[config.mk]
export PLATFORM = sky130hd
export DESIGN_NAME = jk_excitation_driver
export DESIGN_NICKNAME = d
export VERILOG_FILES = /design/src/rtl/jk_drv_pkg.sv /design/src/rtl/jk_excitation.sv /design/src/rtl/jk_excitation_driver.sv
export SDC_FILE = /design/constraint.sdc
export NUM_CORES = 1
export LEC_CHECK = 0
export ABC_AREA = 1
export ABC_CLOCK_PERIOD_IN_PS = 2550
export BUFFER_PORTS_ARGS = -buffer_cell sky130_fd_sc_hd__buf_2
export CAP_MARGIN = 20
export CORE_MARGIN = 4
export CORE_UTILIZATION = 55
export DETAILED_ROUTE_END_ITERATION = 12
export PLACE_DENSITY = 0.82
export SLEW_MARGIN = 5
export SYNTH_ARGS = -nofsm -noshare
export SYNTH_HDL_FRONTEND = slang
export SYNTH_HIERARCHICAL = 1
export SYNTH_SLANG_ARGS = --single-unit
[constraint.sdc]
create_clock -name clk -period 2.55 [get_ports clk]
set_input_delay 0.1275 -clock clk [delete_from_list [all_inputs] [get_ports clk]]
set_output_delay 0.1275 -clock clk [all_outputs]
set_load 0.02 [all_outputs]
[src/rtl/jk_drv_pkg.sv]
// Shared constants for the JK excitation driver: FSM state encodings and
// the four excitation drive patterns, each packed as {J, K}.
package jk_drv_pkg;

  // FSM state enumeration
  localparam logic [1:0] ST_IDLE  = 2'd0;
  localparam logic [1:0] ST_DRIVE = 2'd1;
  localparam logic [1:0] ST_CHECK = 2'd2;
  localparam logic [1:0] ST_FAULT = 2'd3;

  // Excitation drive patterns {J, K}
  localparam logic [1:0] EXC_HOLD   = 2'b00;
  localparam logic [1:0] EXC_SET    = 2'b10;
  localparam logic [1:0] EXC_RST    = 2'b01;
  localparam logic [1:0] EXC_TOGGLE = 2'b11;

endpackage

[src/rtl/jk_excitation.sv]
// JK excitation table: given the present flip-flop state (cur) and the
// wanted next state (nxt), produce the J/K drive.
// Build option: define JK_DRV_TOGGLE_EN to resolve don't-cares as toggle
// (J=K=1) for state changes; otherwise the set/reset form is used.
module jk_excitation
  import jk_drv_pkg::*;
(
  input  logic cur,
  input  logic nxt,
  output logic j,
  output logic k
);

  logic [1:0] jk;

  // Map the transition to a drive pattern; holds never drive.
  always_comb begin
    jk = EXC_HOLD;
    case ({cur, nxt})
`ifdef JK_DRV_TOGGLE_EN
      2'b01:   jk = EXC_TOGGLE;
      2'b10:   jk = EXC_TOGGLE;
`else
      2'b01:   jk = EXC_SET;
      2'b10:   jk = EXC_RST;
`endif
      default: jk = EXC_HOLD;
    endcase
  end

  assign j = jk[1];
  assign k = jk[0];

endmodule

[src/rtl/jk_excitation_driver.sv]
// JK excitation driver: accepts a target bit, drives an external JK
// flip-flop for one enable cycle, then verifies the fed-back Q.
// Build option: JK_DRV_TOGGLE_EN (selected inside jk_excitation).
//
// state | meaning
// ------+--------------------------------------------------------------
// IDLE  | ready for a target; J/K/enable low
// DRIVE | enable high for one cycle with J/K from the latched transition
// CHECK | outputs low; compare fed-back Q against the latched target
// FAULT | sticky mismatch; wait for fault_clr
module jk_excitation_driver
  import jk_drv_pkg::*;
#(
  parameter int CNT_W = 8
) (
  input  logic             clk,
  input  logic             reset_async,
  input  logic             tgt_valid,
  input  logic             tgt_bit,
  output logic             tgt_ready,
  input  logic             q_fb,
  output logic             J,
  output logic             K,
  output logic             enable,
  output logic             fault,
  input  logic             fault_clr,
  output logic [CNT_W-1:0] good_cnt
);

  localparam logic [CNT_W-1:0] CNT_ONE = {{(CNT_W-1){1'b0}}, 1'b1};
  localparam logic [CNT_W-1:0] CNT_MAX = {CNT_W{1'b1}};

  logic [1:0]       state;
  logic [1:0]       state_nxt;
  logic             tgt_lat;
  logic             q_lat;
  logic             fault_q;
  logic [CNT_W-1:0] cnt_q;
  logic             exc_j;
  logic             exc_k;
  logic             transfer;
  logic             in_drive;
  logic             match;

  // Excitation decoded from the latched transition, so J/K depend only on
  // flops and stay stable for the whole DRIVE cycle.
  jk_excitation u_exc (
    .cur (q_lat),
    .nxt (tgt_lat),
    .j   (exc_j),
    .k   (exc_k)
  );

  // Reset forces IDLE asynchronously, so ready must also be masked by the
  // reset level itself to stay low while reset is held.
  assign tgt_ready = (state == ST_IDLE) && !reset_async;
  assign transfer  = tgt_valid && tgt_ready;
  assign in_drive  = (state == ST_DRIVE);
  assign match     = (q_fb == tgt_lat);

  assign enable   = in_drive;
  assign J        = in_drive & exc_j;
  assign K        = in_drive & exc_k;
  assign fault    = fault_q;
  assign good_cnt = cnt_q;

  // Next-state decode.
  always_comb begin
    state_nxt = state;
    case (state)
      ST_IDLE:  if (transfer) state_nxt = ST_DRIVE;
      ST_DRIVE: state_nxt = ST_CHECK;
      ST_CHECK: state_nxt = match ? ST_IDLE : ST_FAULT;
      ST_FAULT: if (fault_clr) state_nxt = ST_IDLE;
      default:  state_nxt = ST_IDLE;
    endcase
  end

  // State register.
  always_ff @(posedge clk or posedge reset_async) begin
    if (reset_async) state <= ST_IDLE;
    else             state <= state_nxt;
  end

  // Capture target and present Q at the moment of transfer.
  always_ff @(posedge clk or posedge reset_async) begin
    if (reset_async) begin
      tgt_lat <= 1'b0;
      q_lat   <= 1'b0;
    end else if (transfer) begin
      tgt_lat <= tgt_bit;
      q_lat   <= q_fb;
    end
  end

  // Sticky fault: set on a CHECK mismatch, cleared only from FAULT.
  always_ff @(posedge clk or posedge reset_async) begin
    if (reset_async)                            fault_q <= 1'b0;
    else if (state == ST_CHECK && !match)       fault_q <= 1'b1;
    else if (state == ST_FAULT && fault_clr)    fault_q <= 1'b0;
  end

  // Saturating count of verified updates.
  always_ff @(posedge clk or posedge reset_async) begin
    if (reset_async)
      cnt_q <= '0;
    else if (state == ST_CHECK && match && cnt_q != CNT_MAX)
      cnt_q <= cnt_q + CNT_ONE;
  end

endmodule

Word level (Yosys, flattened, before mapping):

Cells that the tools add are included.

* logic and storage cells: 35
* register bits after elaboration: 13
* bits of input ports: 6

* mux-type cells: 7
* $add $sub $neg: 1
* equality and inequality tests: 9
* bitwise gates (word level): 2
* reductions and logical operators: 11

Operators with widths (count)
* 8-bit by 1-bit adder with 8-bit output, second input constant: 1
* 8-bit inequality test, second input constant: 1
* 2-bit case mux with 4 select lines: 1
* 2-bit == test, second input constant: 3
* 1-bit logical AND: 6
* 2-bit 2-to-1 mux: 3
* 2-bit by 1-bit == test with 1-bit output, second input constant: 2
* 2-bit inequality test, second input constant: 2
* 2-bit case mux with 2 select lines: 1
* 1-bit bitwise AND: 2
* 1-bit logical NOT: 2
* 2-bit logical NOT: 1
* 1-bit 2-to-1 mux: 2
* 2-bit AND reduction: 1
* 2-bit nonzero test: 1
* 1-bit == test: 1

Logic depth before layout (Yosys ltp):

* depth in word-level cells: 5
* depth in mapped cells: 8
* gate-level depth less buffers: 8

Cells and area by module:

The synthesis kept the hierarchy.

By module, submodules not included
* jk_excitation_driver: instances 1, cells an instance 105, area an instance 784.5 um^2, sequential area each 325.3 um^2
* jk_excitation: instances 1, cells an instance 4, area an instance 15.0 um^2, sequential area each 0.0 um^2

Least setup slack after synthesis:

No wires, ideal clock.

* kind: flip-flop to output port
* from: register state[0]
* to: output J
* cell stages (with the launch flop): 5
* buffers on the path: 0
* data required time: 2423 ps
* data arrival time: 1224 ps
* slack: 1199 ps
* cell sequence: dfrtp_1 -> inv_1 -> nor2_1 -> inv_1 -> nor2_1

* cells in the longest elaborated chain, start to end: 2

RTL lines
* from (decl): RTL line jk_excitation_driver.sv:33 `logic [1:0] state;`
* from (signal assigned): RTL line jk_excitation_driver.sv:82 `else state <= state_nxt;`
* 2-bit by 1-bit == test with 1-bit output: RTL line jk_excitation_driver.sv:58 `assign in_drive = (state == ST_DRIVE);`
* via enable: RTL line jk_excitation_driver.sv:24 `output logic enable,`
* 1-bit bitwise AND: RTL line jk_excitation_driver.sv:62 `assign J = in_drive & exc_j;`
* to (decl): RTL line jk_excitation_driver.sv:22 `output logic J,`

The timed path passes the listed nets, and every way through them passes these cells.

Worst setup path in the final report:

* from: register state[0]
* to: output J

* cells in the longest elaborated chain, start to end: 2

RTL lines (RTL line)
* 2-bit by 1-bit == test with 1-bit output: jk_excitation_driver.sv:58
* 1-bit bitwise AND: jk_excitation_driver.sv:62

No other way between the ends.

==> results by group <==
Worst setup path
  – Worst reg2reg path depth: 6
  – Register-to-register setup slack: 1280 ps
  – Worst-path fanout max: 4
  – WS Path Type: reg2out
  – Startpoint Class: flip-flop
  – R2r startpoint: good_cnt[1]$_DFFE_PP0P_
  – CP arrival: 1280 ps
  – CP startpoint: state[0]$_DFFE_PP0P_
  – Crit. End Element: primary output
  – WP data required: 2420 ps
  – R2r endpoint: good_cnt[0]$_DFFE_PP0P_

Placed design
  – Port-buffer cells: 18
  – Post-DP HPWL: 1210 um
  – Post-placement cell count: 142
  – Final RePlAce weighted congestion: 0.830

STA
  – Slew @ Worst Pin: just under 500 ps
  – Tcrit/Tclk final: 55.3%
  – Slew Limit Headroom: between 60% and 70%
  – Hold Slack: 113 ps
  – F_max: 709 MHz
  – Final hold viol count: 0
  – RSZ-0062 raised after global routing: no
  – Slew Limit Fails: 0
  – Crit path time final: 1410 ps
  – Setup_tns: 0 ps
  – Final setup vio count: 0
  – Worst Skew: ~4.5 ps

Cells and area
  – Layout cell share with drive strength beyond 1: 25.8%
  – Area Growth Syn to Fin: 18.3%
  – Antenna Diode Count: 0
  – Most frequent cells in the layout: 34 x nand2_1, 18 x inv_1, 18 x buf_2
  – Post-Layout Cell Count: roughly 150
  – Most common cell after layout, fill and taps aside: nand2_1
  – Final core utilization: 70.9%
  – Post-layout nets: 140

Synthesis
  – Post-synthesis sequential area ratio: 40.7%
  – Seq cells post-synth: 13
  – Synth unique cells: 18
  – Syn_nets: 116
  – Gate Count Post-Synth: 109
  – Yosys warns: 6
  – Mapped Avg Cell Area: 7.34 um2
  – Post-Syn Area: 800 um2

Power
  – P_sw: 0.374 mW
  – PwrDens: 872 mW/mm2
  – Reg power frac: 40.9%
  – Total power: 0.825 mW
  – Clock power share: 15.1%
  – VDD IR-drop max: 0.706 mV
  – Combinational share of power: 44.0%
  – Sw Share: 45.3%
  – P_leak: 0.550 nW
  – Pint: 0.451 mW

Global route
  – Largest net degree at the start of global routing: 14
  – Initial antenna violation count: 0
  – Vias in the first global route: ~630
  – First-pass GRT wire length: 2530 um
  – Tot GR Track Use: between 15 and 20%
  – Grt ovf: 0

Hold path
  – Hold EP: tgt_lat$_DFFE_PP0P_
  – HP Class: in2reg
  – WHS Path Cells: 3
  – Hold Crit Start: tgt_bit

Route
  – DRT Wirelength: 1560 um
  – DR vias: 715
  – Final ANT Viol Nets: 0
  – Initial DRC count: 17
  – Drt first pass iters: 4
  – Drt via density: 4.86
  – Drt drc: 0
  – DR WL/cell: 10.6 um

Floorplan
  – Initial Utilization: 59.9%
  – Ports: 19
  – Die Footprint: around 0.0021 mm2
  – Core area: 0.00133 mm2
  – Die height: 46.1 um
  – Die width: 46.1 um
  – Row count: 13

Clocking
  – CTS tree: built
  – Root buffer cell: clkbuf_4
  – TritonCTS Buffers: 3
  – Clk slew on worst S/H paths: ~80 ps
  – H-Tree Depth: 1
  – Clock Path Buffers: 2
  – CTS sink cnt: 13
  – Clk_lat worst skew: 280 ps

Job
  – Maxcap violations: 0

Status
  – Status: finished, final reports clean
## critical path: stages (launching register included)
cell     delay (ps)
dfrtp_1         450
inv_1            90
nor2_1          120
inv_1            90
nor2_1           90
buf_2           170
## worst max path at each step
| stage | to | slack (ps) | cells after the start |
|---|---|---|---|
| after floorplan | J | 1200 | 4 |
| after global placement | good_cnt[2]$_DFFE_PP0P_ | 1320 | 6 |
| after detailed placement | good_cnt[7]$_DFFE_PP0P_ | 1290 | 6 |
| after CTS | J | 1130 | 5 |
| after global routing | K | 1050 | 5 |
| final | J | 1140 | 5 |
## stage by stage
step | setup slack (ps) | area [um2]
6_report | 1140 | 946
5_1_grt | 1050 | 946
4_1_cts | 1130 | 946
3_5_place_dp | 1290 | 908
3_3_place_gp | 1320 | 908
2_1_floorplan | 1200 | 800
## metal layers
metal	share of wire [%]	vias to the layer above	track usage, %
met2	47	12	25.3
li1	-	373	-
met4	1.2	0	8.52
met5	0	-	0
met3	3.9	4	2.34
met1	48	326	23.0
## registers in the layout, summed over array words and instances (netlist names)
name	flops
state	2
good_cnt	8
q_lat	1
fault	1
tgt_lat	1
## power by group through the flow
stage                     Clock, mW  Sequential, mW  Combinational (mW)
after floorplan                   0           0.367               0.235
after global placement            0           0.336               0.356
after detailed placement          0           0.340               0.362
after CTS                     0.128           0.336               0.366
after global routing          0.134           0.347               0.401
final                         0.124           0.337               0.363
## synthesized netlist by cell type
cell type,n,share of area [%]
dfrtp_1,13,41
inv_1,18,8.5
nor2_1,13,6.1
nand3_2,1,1.3
nor2_8,1,2.5
xor2_1,3,3.3
nand2_4,2,2.8
nand3_1,10,6.3
nor2_4,3,4.2
o21ai_0,2,1.3
a21oi_1,1,0.63
ha_1,1,1.6
nand2_2,2,1.6
inv_2,2,0.94
nor3_2,1,1.3
nand2_1,34,16
o21ai_1,1,0.63
nor3_1,1,0.63
## cell type report
class / instances / area [um2]
flip-flops and latches: 13 / 325
fillers: 126 / 388
clock buffers: 3 / 22.5
clock inverters: 1 / 5.00
well taps: 15 / 18.8
repair buffers: 19 / 100
inverters: 20 / 75.1
multi-input cells: 76 / 399
## cell families after synthesis
| kind of cell | count (synthesis) | synth area share, % |
|---|---|---|
| AO/OA/AOI/OAI | 4 | 2.50 |
| XOR/XNOR | 3 | 3.29 |
| flip-flops | 13 | 40.7 |
| buffers and inverters | 20 | 9.39 |
| adder cells (fa/ha/maj) | 1 | 1.56 |
| AND/OR/NAND/NOR | 68 | 42.6 |
## what timing repair did
action,4_1_cts,5_1_grt
hold buffers,1,0
gates resized for setup,0,0
hold endpoints to repair,13,0
setup buffers,0,0
(Power assumes the default switching activity.)
